==> config.mk <==
export PLATFORM = sky130hd
export DESIGN_NAME = dequantizer_block
export DESIGN_NICKNAME = d
export VERILOG_FILES = /design/src/rtl/dequant_pkg.sv /design/src/rtl/fp32_mul_pipe.sv /design/src/rtl/dequantizer_block.sv
export SDC_FILE = /design/constraint.sdc
export NUM_CORES = 1
export LEC_CHECK = 0
export CORE_ASPECT_RATIO = 1.4
export CORE_UTILIZATION = 60
export DETAILED_ROUTE_END_ITERATION = 6
export PLACE_DENSITY = 0.87
export SLEW_MARGIN = 40
export SYNTH_ARGS = -nofsm -noshare
export SYNTH_HDL_FRONTEND = slang
export SYNTH_SLANG_ARGS = --single-unit
==> constraint.sdc <==
create_clock -name clk -period 10.3 [get_ports clk]
set_input_delay 2.575 -clock clk [delete_from_list [all_inputs] [get_ports clk]]
set_output_delay 2.575 -clock clk [all_outputs]
set_load 0.005 [all_outputs]
==> src/rtl/dequant_pkg.sv <==
// Shared binary32 field geometry, default step sizes and pipeline depth for the dequantizer.
package dequant_pkg;

   localparam int SIGN_W     = 1;
   localparam int EXP_W      = 8;
   localparam int MANT_W     = 23;
   localparam int EXP_BIAS   = 127;
   localparam int PIPE_DEPTH = 5;

   localparam logic [31:0] DEF_WEIGHT_STEP = 32'h3C00_0000;  // 2^-7
   localparam logic [31:0] DEF_ACT_STEP    = 32'h3D80_0000;  // 2^-4

   typedef struct packed {
      logic [SIGN_W-1:0] sign;
      logic [EXP_W-1:0]  exp;
      logic [MANT_W-1:0] mant;
   } fp32_t;

   // Leading-zero count of a 32-bit word; 0 is returned for v == 0 (callers flag zero separately).
   function automatic logic [4:0] lzc32(input logic [31:0] v);
      logic [4:0] n;
      n = 5'd0;
      for (int i = 0; i < 32; i++)
         if (v[i]) n = 5'(31 - i);
      return n;
   endfunction

endpackage

==> src/rtl/fp32_mul_pipe.sv <==
// Three-stage binary32 multiply: RNE rounding, flush-to-zero, overflow to Inf
// (or to max finite when DEQUANT_SATURATE_EN is defined). Output register is the last stage.
module fp32_mul_pipe
   import dequant_pkg::*;
(
   input  logic        clk,
   input  logic        rst,
   input  fp32_t       a_i,
   input  fp32_t       b_i,
   output logic [31:0] y_o
);

   logic               s3_sign_q, s3_zero_q;
   logic signed [9:0]  s3_exp_q;
   logic [47:0]        s3_prod_q;
   logic               s4_sign_q, s4_zero_q;
   logic signed [9:0]  s4_exp_q;
   logic [22:0]        s4_mant_q;
   logic [31:0]        y_q;

   logic               s3_sign_d, s3_zero_d;
   logic signed [9:0]  s3_exp_d, s4_exp_d;
   logic [47:0]        s3_prod_d;
   logic [22:0]        mant_tr;
   logic               guard, sticky;
   logic [23:0]        mant_rnd;
   logic [31:0]        y_d, ovf;

   always_comb begin
      // A zero multiplicand is an exact integer 0 and always gives +0; a zero/subnormal
      // multiplier keeps the XOR sign.
      s3_zero_d = (a_i.exp == '0) || (b_i.exp == '0);
      s3_sign_d = (a_i.sign ^ b_i.sign) & (a_i.exp != '0);
      s3_exp_d  = $signed({2'b00, a_i.exp}) + $signed({2'b00, b_i.exp}) - 10'sd127;
      s3_prod_d = 48'({1'b1, a_i.mant}) * 48'({1'b1, b_i.mant});
   end

   always_comb begin
      if (s3_prod_q[47]) begin
         mant_tr  = s3_prod_q[46:24];
         guard    = s3_prod_q[23];
         sticky   = |s3_prod_q[22:0];
         s4_exp_d = s3_exp_q + 10'sd1;
      end else begin
         mant_tr  = s3_prod_q[45:23];
         guard    = s3_prod_q[22];
         sticky   = |s3_prod_q[21:0];
         s4_exp_d = s3_exp_q;
      end
      mant_rnd = {1'b0, mant_tr} + 24'(guard & (sticky | mant_tr[0]));
      if (mant_rnd[23]) s4_exp_d = s4_exp_d + 10'sd1;
   end

   always_comb begin
`ifdef DEQUANT_SATURATE_EN
      ovf = {s4_sign_q, 8'hFE, 23'h7F_FFFF};
`else
      ovf = {s4_sign_q, 8'hFF, 23'h0};
`endif
      if (s4_zero_q || s4_exp_q <= 10'sd0)
         y_d = {s4_sign_q, 31'd0};
      else if (s4_exp_q >= 10'sd255)
         y_d = ovf;
      else
         y_d = {s4_sign_q, s4_exp_q[7:0], s4_mant_q};
   end

   always_ff @(posedge clk or negedge rst) begin
      if (!rst) begin
         s3_sign_q <= 1'b0;
         s3_zero_q <= 1'b1;
         s3_exp_q  <= '0;
         s3_prod_q <= '0;
         s4_sign_q <= 1'b0;
         s4_zero_q <= 1'b1;
         s4_exp_q  <= '0;
         s4_mant_q <= '0;
         y_q       <= '0;
      end else begin
         s3_sign_q <= s3_sign_d;
         s3_zero_q <= s3_zero_d;
         s3_exp_q  <= s3_exp_d;
         s3_prod_q <= s3_prod_d;
         s4_sign_q <= s3_sign_q;
         s4_zero_q <= s3_zero_q;
         s4_exp_q  <= s4_exp_d;
         s4_mant_q <= mant_rnd[22:0];
         y_q       <= y_d;
      end
   end

   assign y_o = y_q;

endmodule

==> src/rtl/dequantizer_block.sv <==
// Dequantizer: int32 level -> binary32 (RNE) -> times selected step (RNE), five register stages.
// Overflow saturates instead of going to Inf when DEQUANT_SATURATE_EN is defined.
module dequantizer_block
   import dequant_pkg::*;
#(
   parameter logic [31:0] WEIGHT_STEP = DEF_WEIGHT_STEP,
   parameter logic [31:0] ACT_STEP    = DEF_ACT_STEP
) (
   input  logic        clk,
   input  logic        rst,
   input  logic [31:0] level_int,
   input  logic        is_weight,
   output logic [31:0] weight_fp_reg
);

   logic [31:0] level_q, step_q;
   fp32_t       a_q, b_q;

   logic [31:0] mag;
   logic [4:0]  lz;
   logic [30:0] norm;
   logic [23:0] mant_rnd;
   fp32_t       a_d;

   always_comb begin
      mag      = level_q[31] ? (~level_q + 32'd1) : level_q;
      lz       = lzc32(mag);
      // Bit 31 of the shifted magnitude is the implicit one and is dropped.
      norm     = 31'(mag << lz);
      mant_rnd = {1'b0, norm[30:8]} + 24'(norm[7] & (norm[8] | (|norm[6:0])));
      a_d      = '0;
      if (mag != 32'd0) begin
         a_d.sign = level_q[31];
         a_d.exp  = 8'(EXP_BIAS + 31 - int'(lz)) + {7'd0, mant_rnd[23]};
         a_d.mant = mant_rnd[22:0];
      end
   end

   always_ff @(posedge clk or negedge rst) begin
      if (!rst) begin
         level_q <= '0;
         step_q  <= '0;
         a_q     <= '0;
         b_q     <= '0;
      end else begin
         level_q <= level_int;
         step_q  <= is_weight ? WEIGHT_STEP : ACT_STEP;
         a_q     <= a_d;
         b_q     <= step_q;
      end
   end

   fp32_mul_pipe u_mul (
      .clk (clk),
      .rst (rst),
      .a_i (a_q),
      .b_i (b_q),
      .y_o (weight_fp_reg)
   );

endmodule

==> results_dict.tcl, run 1 <==
set metrics [dict create \
    status "finished, final reports clean" \
    p_total_w 0.00205 \
    fin_cells 1321 \
    path_cells "inv_1, ha_1, or4b_1, or4_4, a2111oi_0, o31a_1, o22ai_1, buf_4, and2_4, a31o_1, nor2_8, inv_4, mux2i_1, o32ai_1, nor2_1, o21ai_0, and4bb_1, and4b_1, nand4b_1, ha_1, and3_1, xnor2_1, nor2_1" \
    cts_repair_resize_count 0 \
    drt-pass1-iter-count 5 \
    clk_pin_slew_worst_paths_ps 70 \
    die_area_um2 17800 \
    synth_cells 1085 \
    drc 0 \
    path_delay_family "simple AND/OR/NAND/NOR gates" \
    ys_ff_latch 170 \
    slowest_delay_ps 830 \
    gp_congestion 1.02 \
    gr-total-overflow 0 \
    worstSetupPathType "reg2reg" \
    tightest_slew_ps 876 \
    slew_headroom_pct 41.6 \
    grt_max_degree 91 \
    setup_slack_ps 2690 \
    layout-area-overhead-vs-synth_pct 12.4 \
    finalSetupViolCount 0 \
    synth_cell_type_count 116 \
    seqPwrFrac_pct 42.3 \
    skew_ps 8.50 \
    power.net_switching_w 0.000684 \
    fp.dieW_um 113 \
    swShare_pct 33.4 \
    clk_path_buf_depth 2 \
    leakagePower_nw 4.62 \
    rsz0062_at_grt "false" \
    cp_max_fo 27 \
    grt_pass1_vias 9037 \
    clock_latency_ps 440 \
    synth_nets 1132 \
    path_buf_inv 3 \
    ys.flop_type "dfrtp_1" \
    powerDensity_nw_per_um2 176 \
    slew_violations 0 \
    clock_power_share_pct 31.3 \
    numPortBuffers 66 \
    synth_seq_area_share_pct 41.2 \
    tns_ps 0 \
    max_freq_mhz 131 \
    fp.dieH_um 157 \
    cts_buffers 17 \
    dp_worst_setup_slack_ps 3000 \
    nNetsFinal 1152 \
    grt_use_total_pct 35.3 \
    hold_viol 0 \
    cp_data_required_time_ps 10620 \
    comb_power_share_pct 26.4 \
    synth_area_um2 10300 \
    postCtsSetupBuffers 0 \
    n_antenna_cell 0 \
    synth_edf_count 0 \
    drive_gt1_share_pct 10.4 \
    p_int_w 0.00136 \
    rows 56 \
    grt_pass1_wl_um 47900 \
    avgSynthCellArea_um2 9.53 \
    pin_count 67 \
    wl_per_cell_um 22.8 \
    reg2reg_slack_ps 2690 \
    cts_tree "done" \
    synth-async-reset-ratio_pct 100 \
    final_antenna_net_count 0 \
    core-area_um2 16800 \
    arrival_ps 7930 \
    cts_hold_buf 0 \
    dp_cells 1289 \
    period_minus_slack_ps 7610 \
    clkSinkCount 170 \
    cp-start-kind "flop" \
    hold_class "reg2reg" \
    antenna_found_initial 0 \
    ys_warn_count 0 \
    htreeDepth 4 \
    initial_core_util_pct 61.5 \
    via_per_inst 7.01 \
    vias 9261 \
    ctsRootBufferMaster "clkbuf_16" \
    irDropWorstVdd_mv 0.110 \
    min_period_over_period_pct 73.9 \
    slowest_stage "or4b_1" \
    drtIter0Drc 1055 \
    maxCapViolations 0 \
    drt-total-wl_um 30100 \
    hpwlAfterDp_um 21600 \
    end_kind "flop" \
]
-- power by group through the flow --
stage	Clock (W)	Sequential (W)	Combinational, W
final	0.000641	0.000865	0.000540
after global routing	0.000676	0.000876	0.000579
after CTS	0.000650	0.000867	0.000525
after detailed placement	0	0.000874	0.000520
after global placement	0	0.000864	0.000511
after floorplan	0	0.000850	0.000342
-- worst reg2reg max path, cell delays in order, from the launching register on --
cell       delay [ps]
dfrtp_1           510
inv_1             180
ha_1              270
or4b_1            830
or4_4             680
a2111oi_0         460
o31a_1            260
o22ai_1           140
buf_4             220
and2_4            190
a31o_1            470
nor2_8            480
inv_4             220
mux2i_1           380
o32ai_1           180
nor2_1            120
o21ai_0           240
and4bb_1          450
and4b_1           330
nand4b_1          210
ha_1              270
and3_1            170
xnor2_1           160
nor2_1             60
-- cells by family (layout without fill, tap and decap cells) --
family | count (synthesis) | after routing | synth area share [%]
mux | 21 | 21 | 2.12
other cells | 1 | 1 | 0.0363
buf+inv | 93 | 126 | 4.04
flops | 170 | 170 | 41.2
simple gates | 399 | 399 | 21.6
compound gates | 317 | 317 | 23.4
fa+ha+maj | 12 | 12 | 1.52
xor+xnor | 72 | 72 | 6.17
-- flip-flops by register name, indices dropped and copies added (netlist names) --
signal,cells
u_mul.s4_mant_q,23
u_mul.s4_exp_q,10
u_mul.s4_sign_q,1
u_mul.s3_sign_q,1
u_mul.s3_exp_q,10
u_mul.y_o,32
u_mul.s4_zero_q,1
u_mul.s3_prod_q,24
level_q,32
a_q,32
u_mul.s3_zero_q,1
step_q,1
b_q,2
-- layer usage --
layer / vias up / routed length [um] / GRT usage, %
met5: - / 0 / 0
met4: 0 / 2260 / 27.1
met3: 177 / 2100 / 6.05
met2: 565 / 15200 / 62.6
met1: 4413 / 10500 / 37.5
li1: 4106 / - / -
-- worst paths after layout --
kind | to | start | cells after the start
max | a_q[26] | level_q[0] | 23
min | u_mul.s4_mant_q[14] | u_mul.s3_prod_q[37] | 0
max reg2reg | a_q[26] | level_q[0] | 23
min reg2reg | u_mul.s4_mant_q[14] | u_mul.s3_prod_q[37] | 0
max in group asynchronous | a_q[20] | rst | 2
min in group asynchronous | u_mul.s4_exp_q[3] | rst | 1
-- through the flow --
step,hold slack [ps],area [um^2],utilization [%]
floorplan,331,10300,-
global placement,332,11000,65.4
detailed placement,335,11000,65.5
CTS,343,11600,69.0
global route,352,11600,69.1
finish,346,11600,69.1
-- synthesized netlist by cell type (all sizes together) (18+ instances only) --
| master | number | area [um^2] |
|---|---|---|
| dfrtp | 168 | 4200 |
| nor2 | 84 | 342 |
| nand2 | 76 | 293 |
| a21oi | 51 | 267 |
| nor3 | 48 | 262 |
| o21ai | 48 | 244 |
| clkbuf | 42 | 158 |
| xnor2 | 41 | 359 |
| nand3 | 36 | 185 |
| buf | 34 | 194 |
| and2 | 33 | 211 |
| xor2 | 31 | 279 |
| a211oi | 21 | 198 |
| o211ai | 21 | 158 |
| nor4 | 19 | 149 |
| a31oi | 18 | 119 |
-- layout make-up --
type / instances / area [um^2]
Multi-Input combinational cell: 822 / 5690
Fill cell: 1298 / 5200
Sequential cell: 170 / 4260
Timing Repair Buffer: 77 / 751
Clock buffer: 19 / 453
Tap cell: 203 / 254
Clock inverter: 13 / 145
Inverter: 17 / 66.3
-- layout by cell type, fill, tap and decap left out, types with 6 or more instances in the layout --
cell type | synthesis | routed
xor2_1 | 30 | 30
nor4_1 | 17 | 16
nor2b_1 | 7 | 7
a211oi_1 | 16 | 16
nand2b_1 | 12 | 12
nand2_1 | 73 | 73
o21ai_1 | 7 | 8
a21oi_1 | 48 | 47
a221oi_1 | 7 | 7
clkbuf_16 | 0 | 17
buf_4 | 3 | 10
mux2i_1 | 14 | 14
nor3_1 | 45 | 44
nand4_1 | 7 | 7
xnor2_1 | 41 | 41
o31a_1 | 7 | 7
inv_1 | 14 | 14
ha_1 | 11 | 11
dfrtp_1 | 168 | 168
o21a_1 | 10 | 10
nand3_1 | 35 | 35
o31ai_1 | 9 | 9
a22oi_1 | 6 | 6
clkdlybuf4s50_1 | 0 | 65
a21o_1 | 11 | 11
or2_2 | 6 | 6
and2_1 | 31 | 31
o22ai_1 | 14 | 14
or3_1 | 14 | 14
o211ai_1 | 21 | 21
a31oi_1 | 17 | 17
nor3b_1 | 6 | 6
o21ai_0 | 40 | 39
nor2_1 | 79 | 79
or4_1 | 14 | 14
o311a_1 | 7 | 7
and3_1 | 9 | 9
No activity file was read; power rests on OpenSTA's default activity.
==> run 2: changes to the inputs <==
--- a/config.mk
+++ b/config.mk
@@ -6,9 +6,9 @@
 export NUM_CORES = 1
 export LEC_CHECK = 0
 export CORE_ASPECT_RATIO = 1.4
-export CORE_UTILIZATION = 60
+export CORE_UTILIZATION = 54
 export DETAILED_ROUTE_END_ITERATION = 6
-export PLACE_DENSITY = 0.87
+export PLACE_DENSITY = 0.83
 export SLEW_MARGIN = 40
 export SYNTH_ARGS = -nofsm -noshare
 export SYNTH_HDL_FRONTEND = slang
==> constraint.sdc (replaced) <==
create_clock -name clk -period 6.7 [get_ports clk]
set_input_delay 1.675 -clock clk [delete_from_list [all_inputs] [get_ports clk]]
set_output_delay 1.675 -clock clk [all_outputs]
set_load 0.005 [all_outputs]
==> results_dict.tcl, run 2 (synthesized netlist as in run 1, its figures left out) <==
set metrics [dict create \
    status "finished, final reports clean" \
    cts_tree "done" \
    finalInstanceArea_um2 12200 \
    period_minus_slack_ps 6470 \
    fp.dieH_um 166 \
    cp_data_required_time_ps 7030 \
    gp_congestion 1.01 \
    antenna_found_initial 0 \
    skew_ps 11.8 \
    rr_worst_depth 23 \
    layout-area-overhead-vs-synth_pct 17.8 \
    leakagePower_nw 4.92 \
    grt_max_degree 110 \
    rows 59 \
    final_cell_mix "168 x dfrtp_1, 79 x nor2_1, 73 x nand2_1" \
    cts_hold_buf 0 \
    drtIter0Drc 747 \
    grt_use_total_pct 32.9 \
    worstSetupEndpoint "a_q[26]" \
    tightest_slew_ps 844 \
    hold_viol 0 \
    hold_start "a_q[12]" \
    ctsRootBufferMaster "clkbuf_16" \
    clock_power_share_pct 31.4 \
    seqPwrFrac_pct 41.2 \
    drive_gt1_share_pct 14.7 \
    clkSinkCount 170 \
    die_area_um2 19700 \
    drt-total-wl_um 31400 \
    drt-pass1-iter-count 5 \
    clock_latency_ps 450 \
    p_int_w 0.00217 \
    vias 9416 \
    mostFrequentLayoutCell "dfrtp_1" \
    fp.dieW_um 119 \
    numPortBuffers 66 \
    via_per_inst 6.64 \
    slew_headroom_pct 43.6 \
    p_total_w 0.00322 \
    drc 0 \
    finalSetupViolCount 0 \
    nNetsFinal 1208 \
    hpwlAfterDp_um 23400 \
    clk_pin_slew_worst_paths_ps 70 \
    r2r-end "a_q[26]" \
    tns_ps 0 \
    pin_count 67 \
    power.net_switching_w 0.00106 \
    dp_cells 1381 \
    reg2reg_slack_ps 230 \
    n_antenna_cell 0 \
    cts_buffers 17 \
    arrival_ps 6790 \
    cp_max_fo 15 \
    slew_violations 0 \
    hold_class "reg2reg" \
    maxCapViolations 0 \
    end_kind "flop" \
    dpl_cell_area_um2 11500 \
    timing.rr.start "level_q[0]" \
    startpoint "level_q[0]" \
    fin_cells 1418 \
    final_util_pct 65.2 \
    cp-start-kind "flop" \
    gr-total-overflow 0 \
    grt_pass1_vias 9396 \
    swShare_pct 32.7 \
    clk_path_buf_depth 2 \
    final_antenna_net_count 0 \
    irDropWorstVdd_mv 0.167 \
    min_period_over_period_pct 96.5 \
    comb_power_share_pct 27.5 \
    rsz0062_at_grt "false" \
    core-area_um2 18700 \
    max_freq_mhz 155 \
    wl_per_cell_um 22.2 \
    htreeDepth 4 \
    initial_core_util_pct 55.4 \
    grt_pass1_wl_um 50000 \
    worstSetupPathType "reg2reg" \
    powerDensity_nw_per_um2 265 \
]
-- run 2: repair_timing --
item | in CTS | in global routing
setup endpoints to repair | 0 | 12
buffers inserted | 0 | 3
resized for setup | 0 | 3
-- run 2: critical path, cell delays in order (launching register included) --
cell      delay, ps
dfrtp_1         370
inv_1           120
ha_1            270
or4b_4          550
buf_12          180
or4_1           530
a211oi_1        310
a211oi_1        130
a21o_1          220
a211oi_4        340
buf_4           270
or2_1           300
o311ai_1        240
buf_4           200
a22o_1          170
a211o_1         300
o32a_4          360
and4bb_1        310
and4b_1         300
nand4b_1        210
ha_1            270
and3_1          170
xnor2_1         150
nor2_1           50
-- run 2: how the worst min path moves through the flow --
stage	to	cells after the start
2_1_floorplan	b_q[24]	0
3_3_place_gp	u_mul.s4_exp_q[7]	0
3_5_place_dp	u_mul.s3_prod_q[26]	0
4_1_cts	u_mul.s3_prod_q[35]	0
5_1_grt	u_mul.s4_exp_q[9]	0
6_report	u_mul.s3_prod_q[35]	0
-- run 2: layout make-up --
cell class                 count  area, um^2
clock inverter                14         170
fill                        1476        6490
multi-input combinational    822        5690
tap                          244         305
clock buffer                  18         439
inverter                      17        66.3
timing repair buffer         133        1250
sequential                   170        4260
-- run 2: power groups by stage --
stage	clock [W]	combinational [W]	sequential, W
floorplan	0	0.000526	0.00131
global placement	0	0.000845	0.00133
detailed placement	0	0.000857	0.00134
CTS	0.00102	0.000865	0.00133
global route	0.00107	0.000952	0.00134
finish	0.00101	0.000885	0.00133
-- run 2: metal layers --
layer | GRT usage [%] | vias up | share of wire (%)
li1 | - | 4228 | -
met1 | 35.2 | 4559 | 36
met2 | 59.2 | 483 | 51
met3 | 5.22 | 146 | 5.5
met4 | 21.5 | 0 | 7.2
met5 | 0 | - | 0
-- run 2: per-stage QoR --
step,setup slack (ps),hold slack (ps)
global placement,199,331
global route,17.0,356
floorplan,933,331
detailed placement,136,335
finish,234,349
CTS,60.2,348
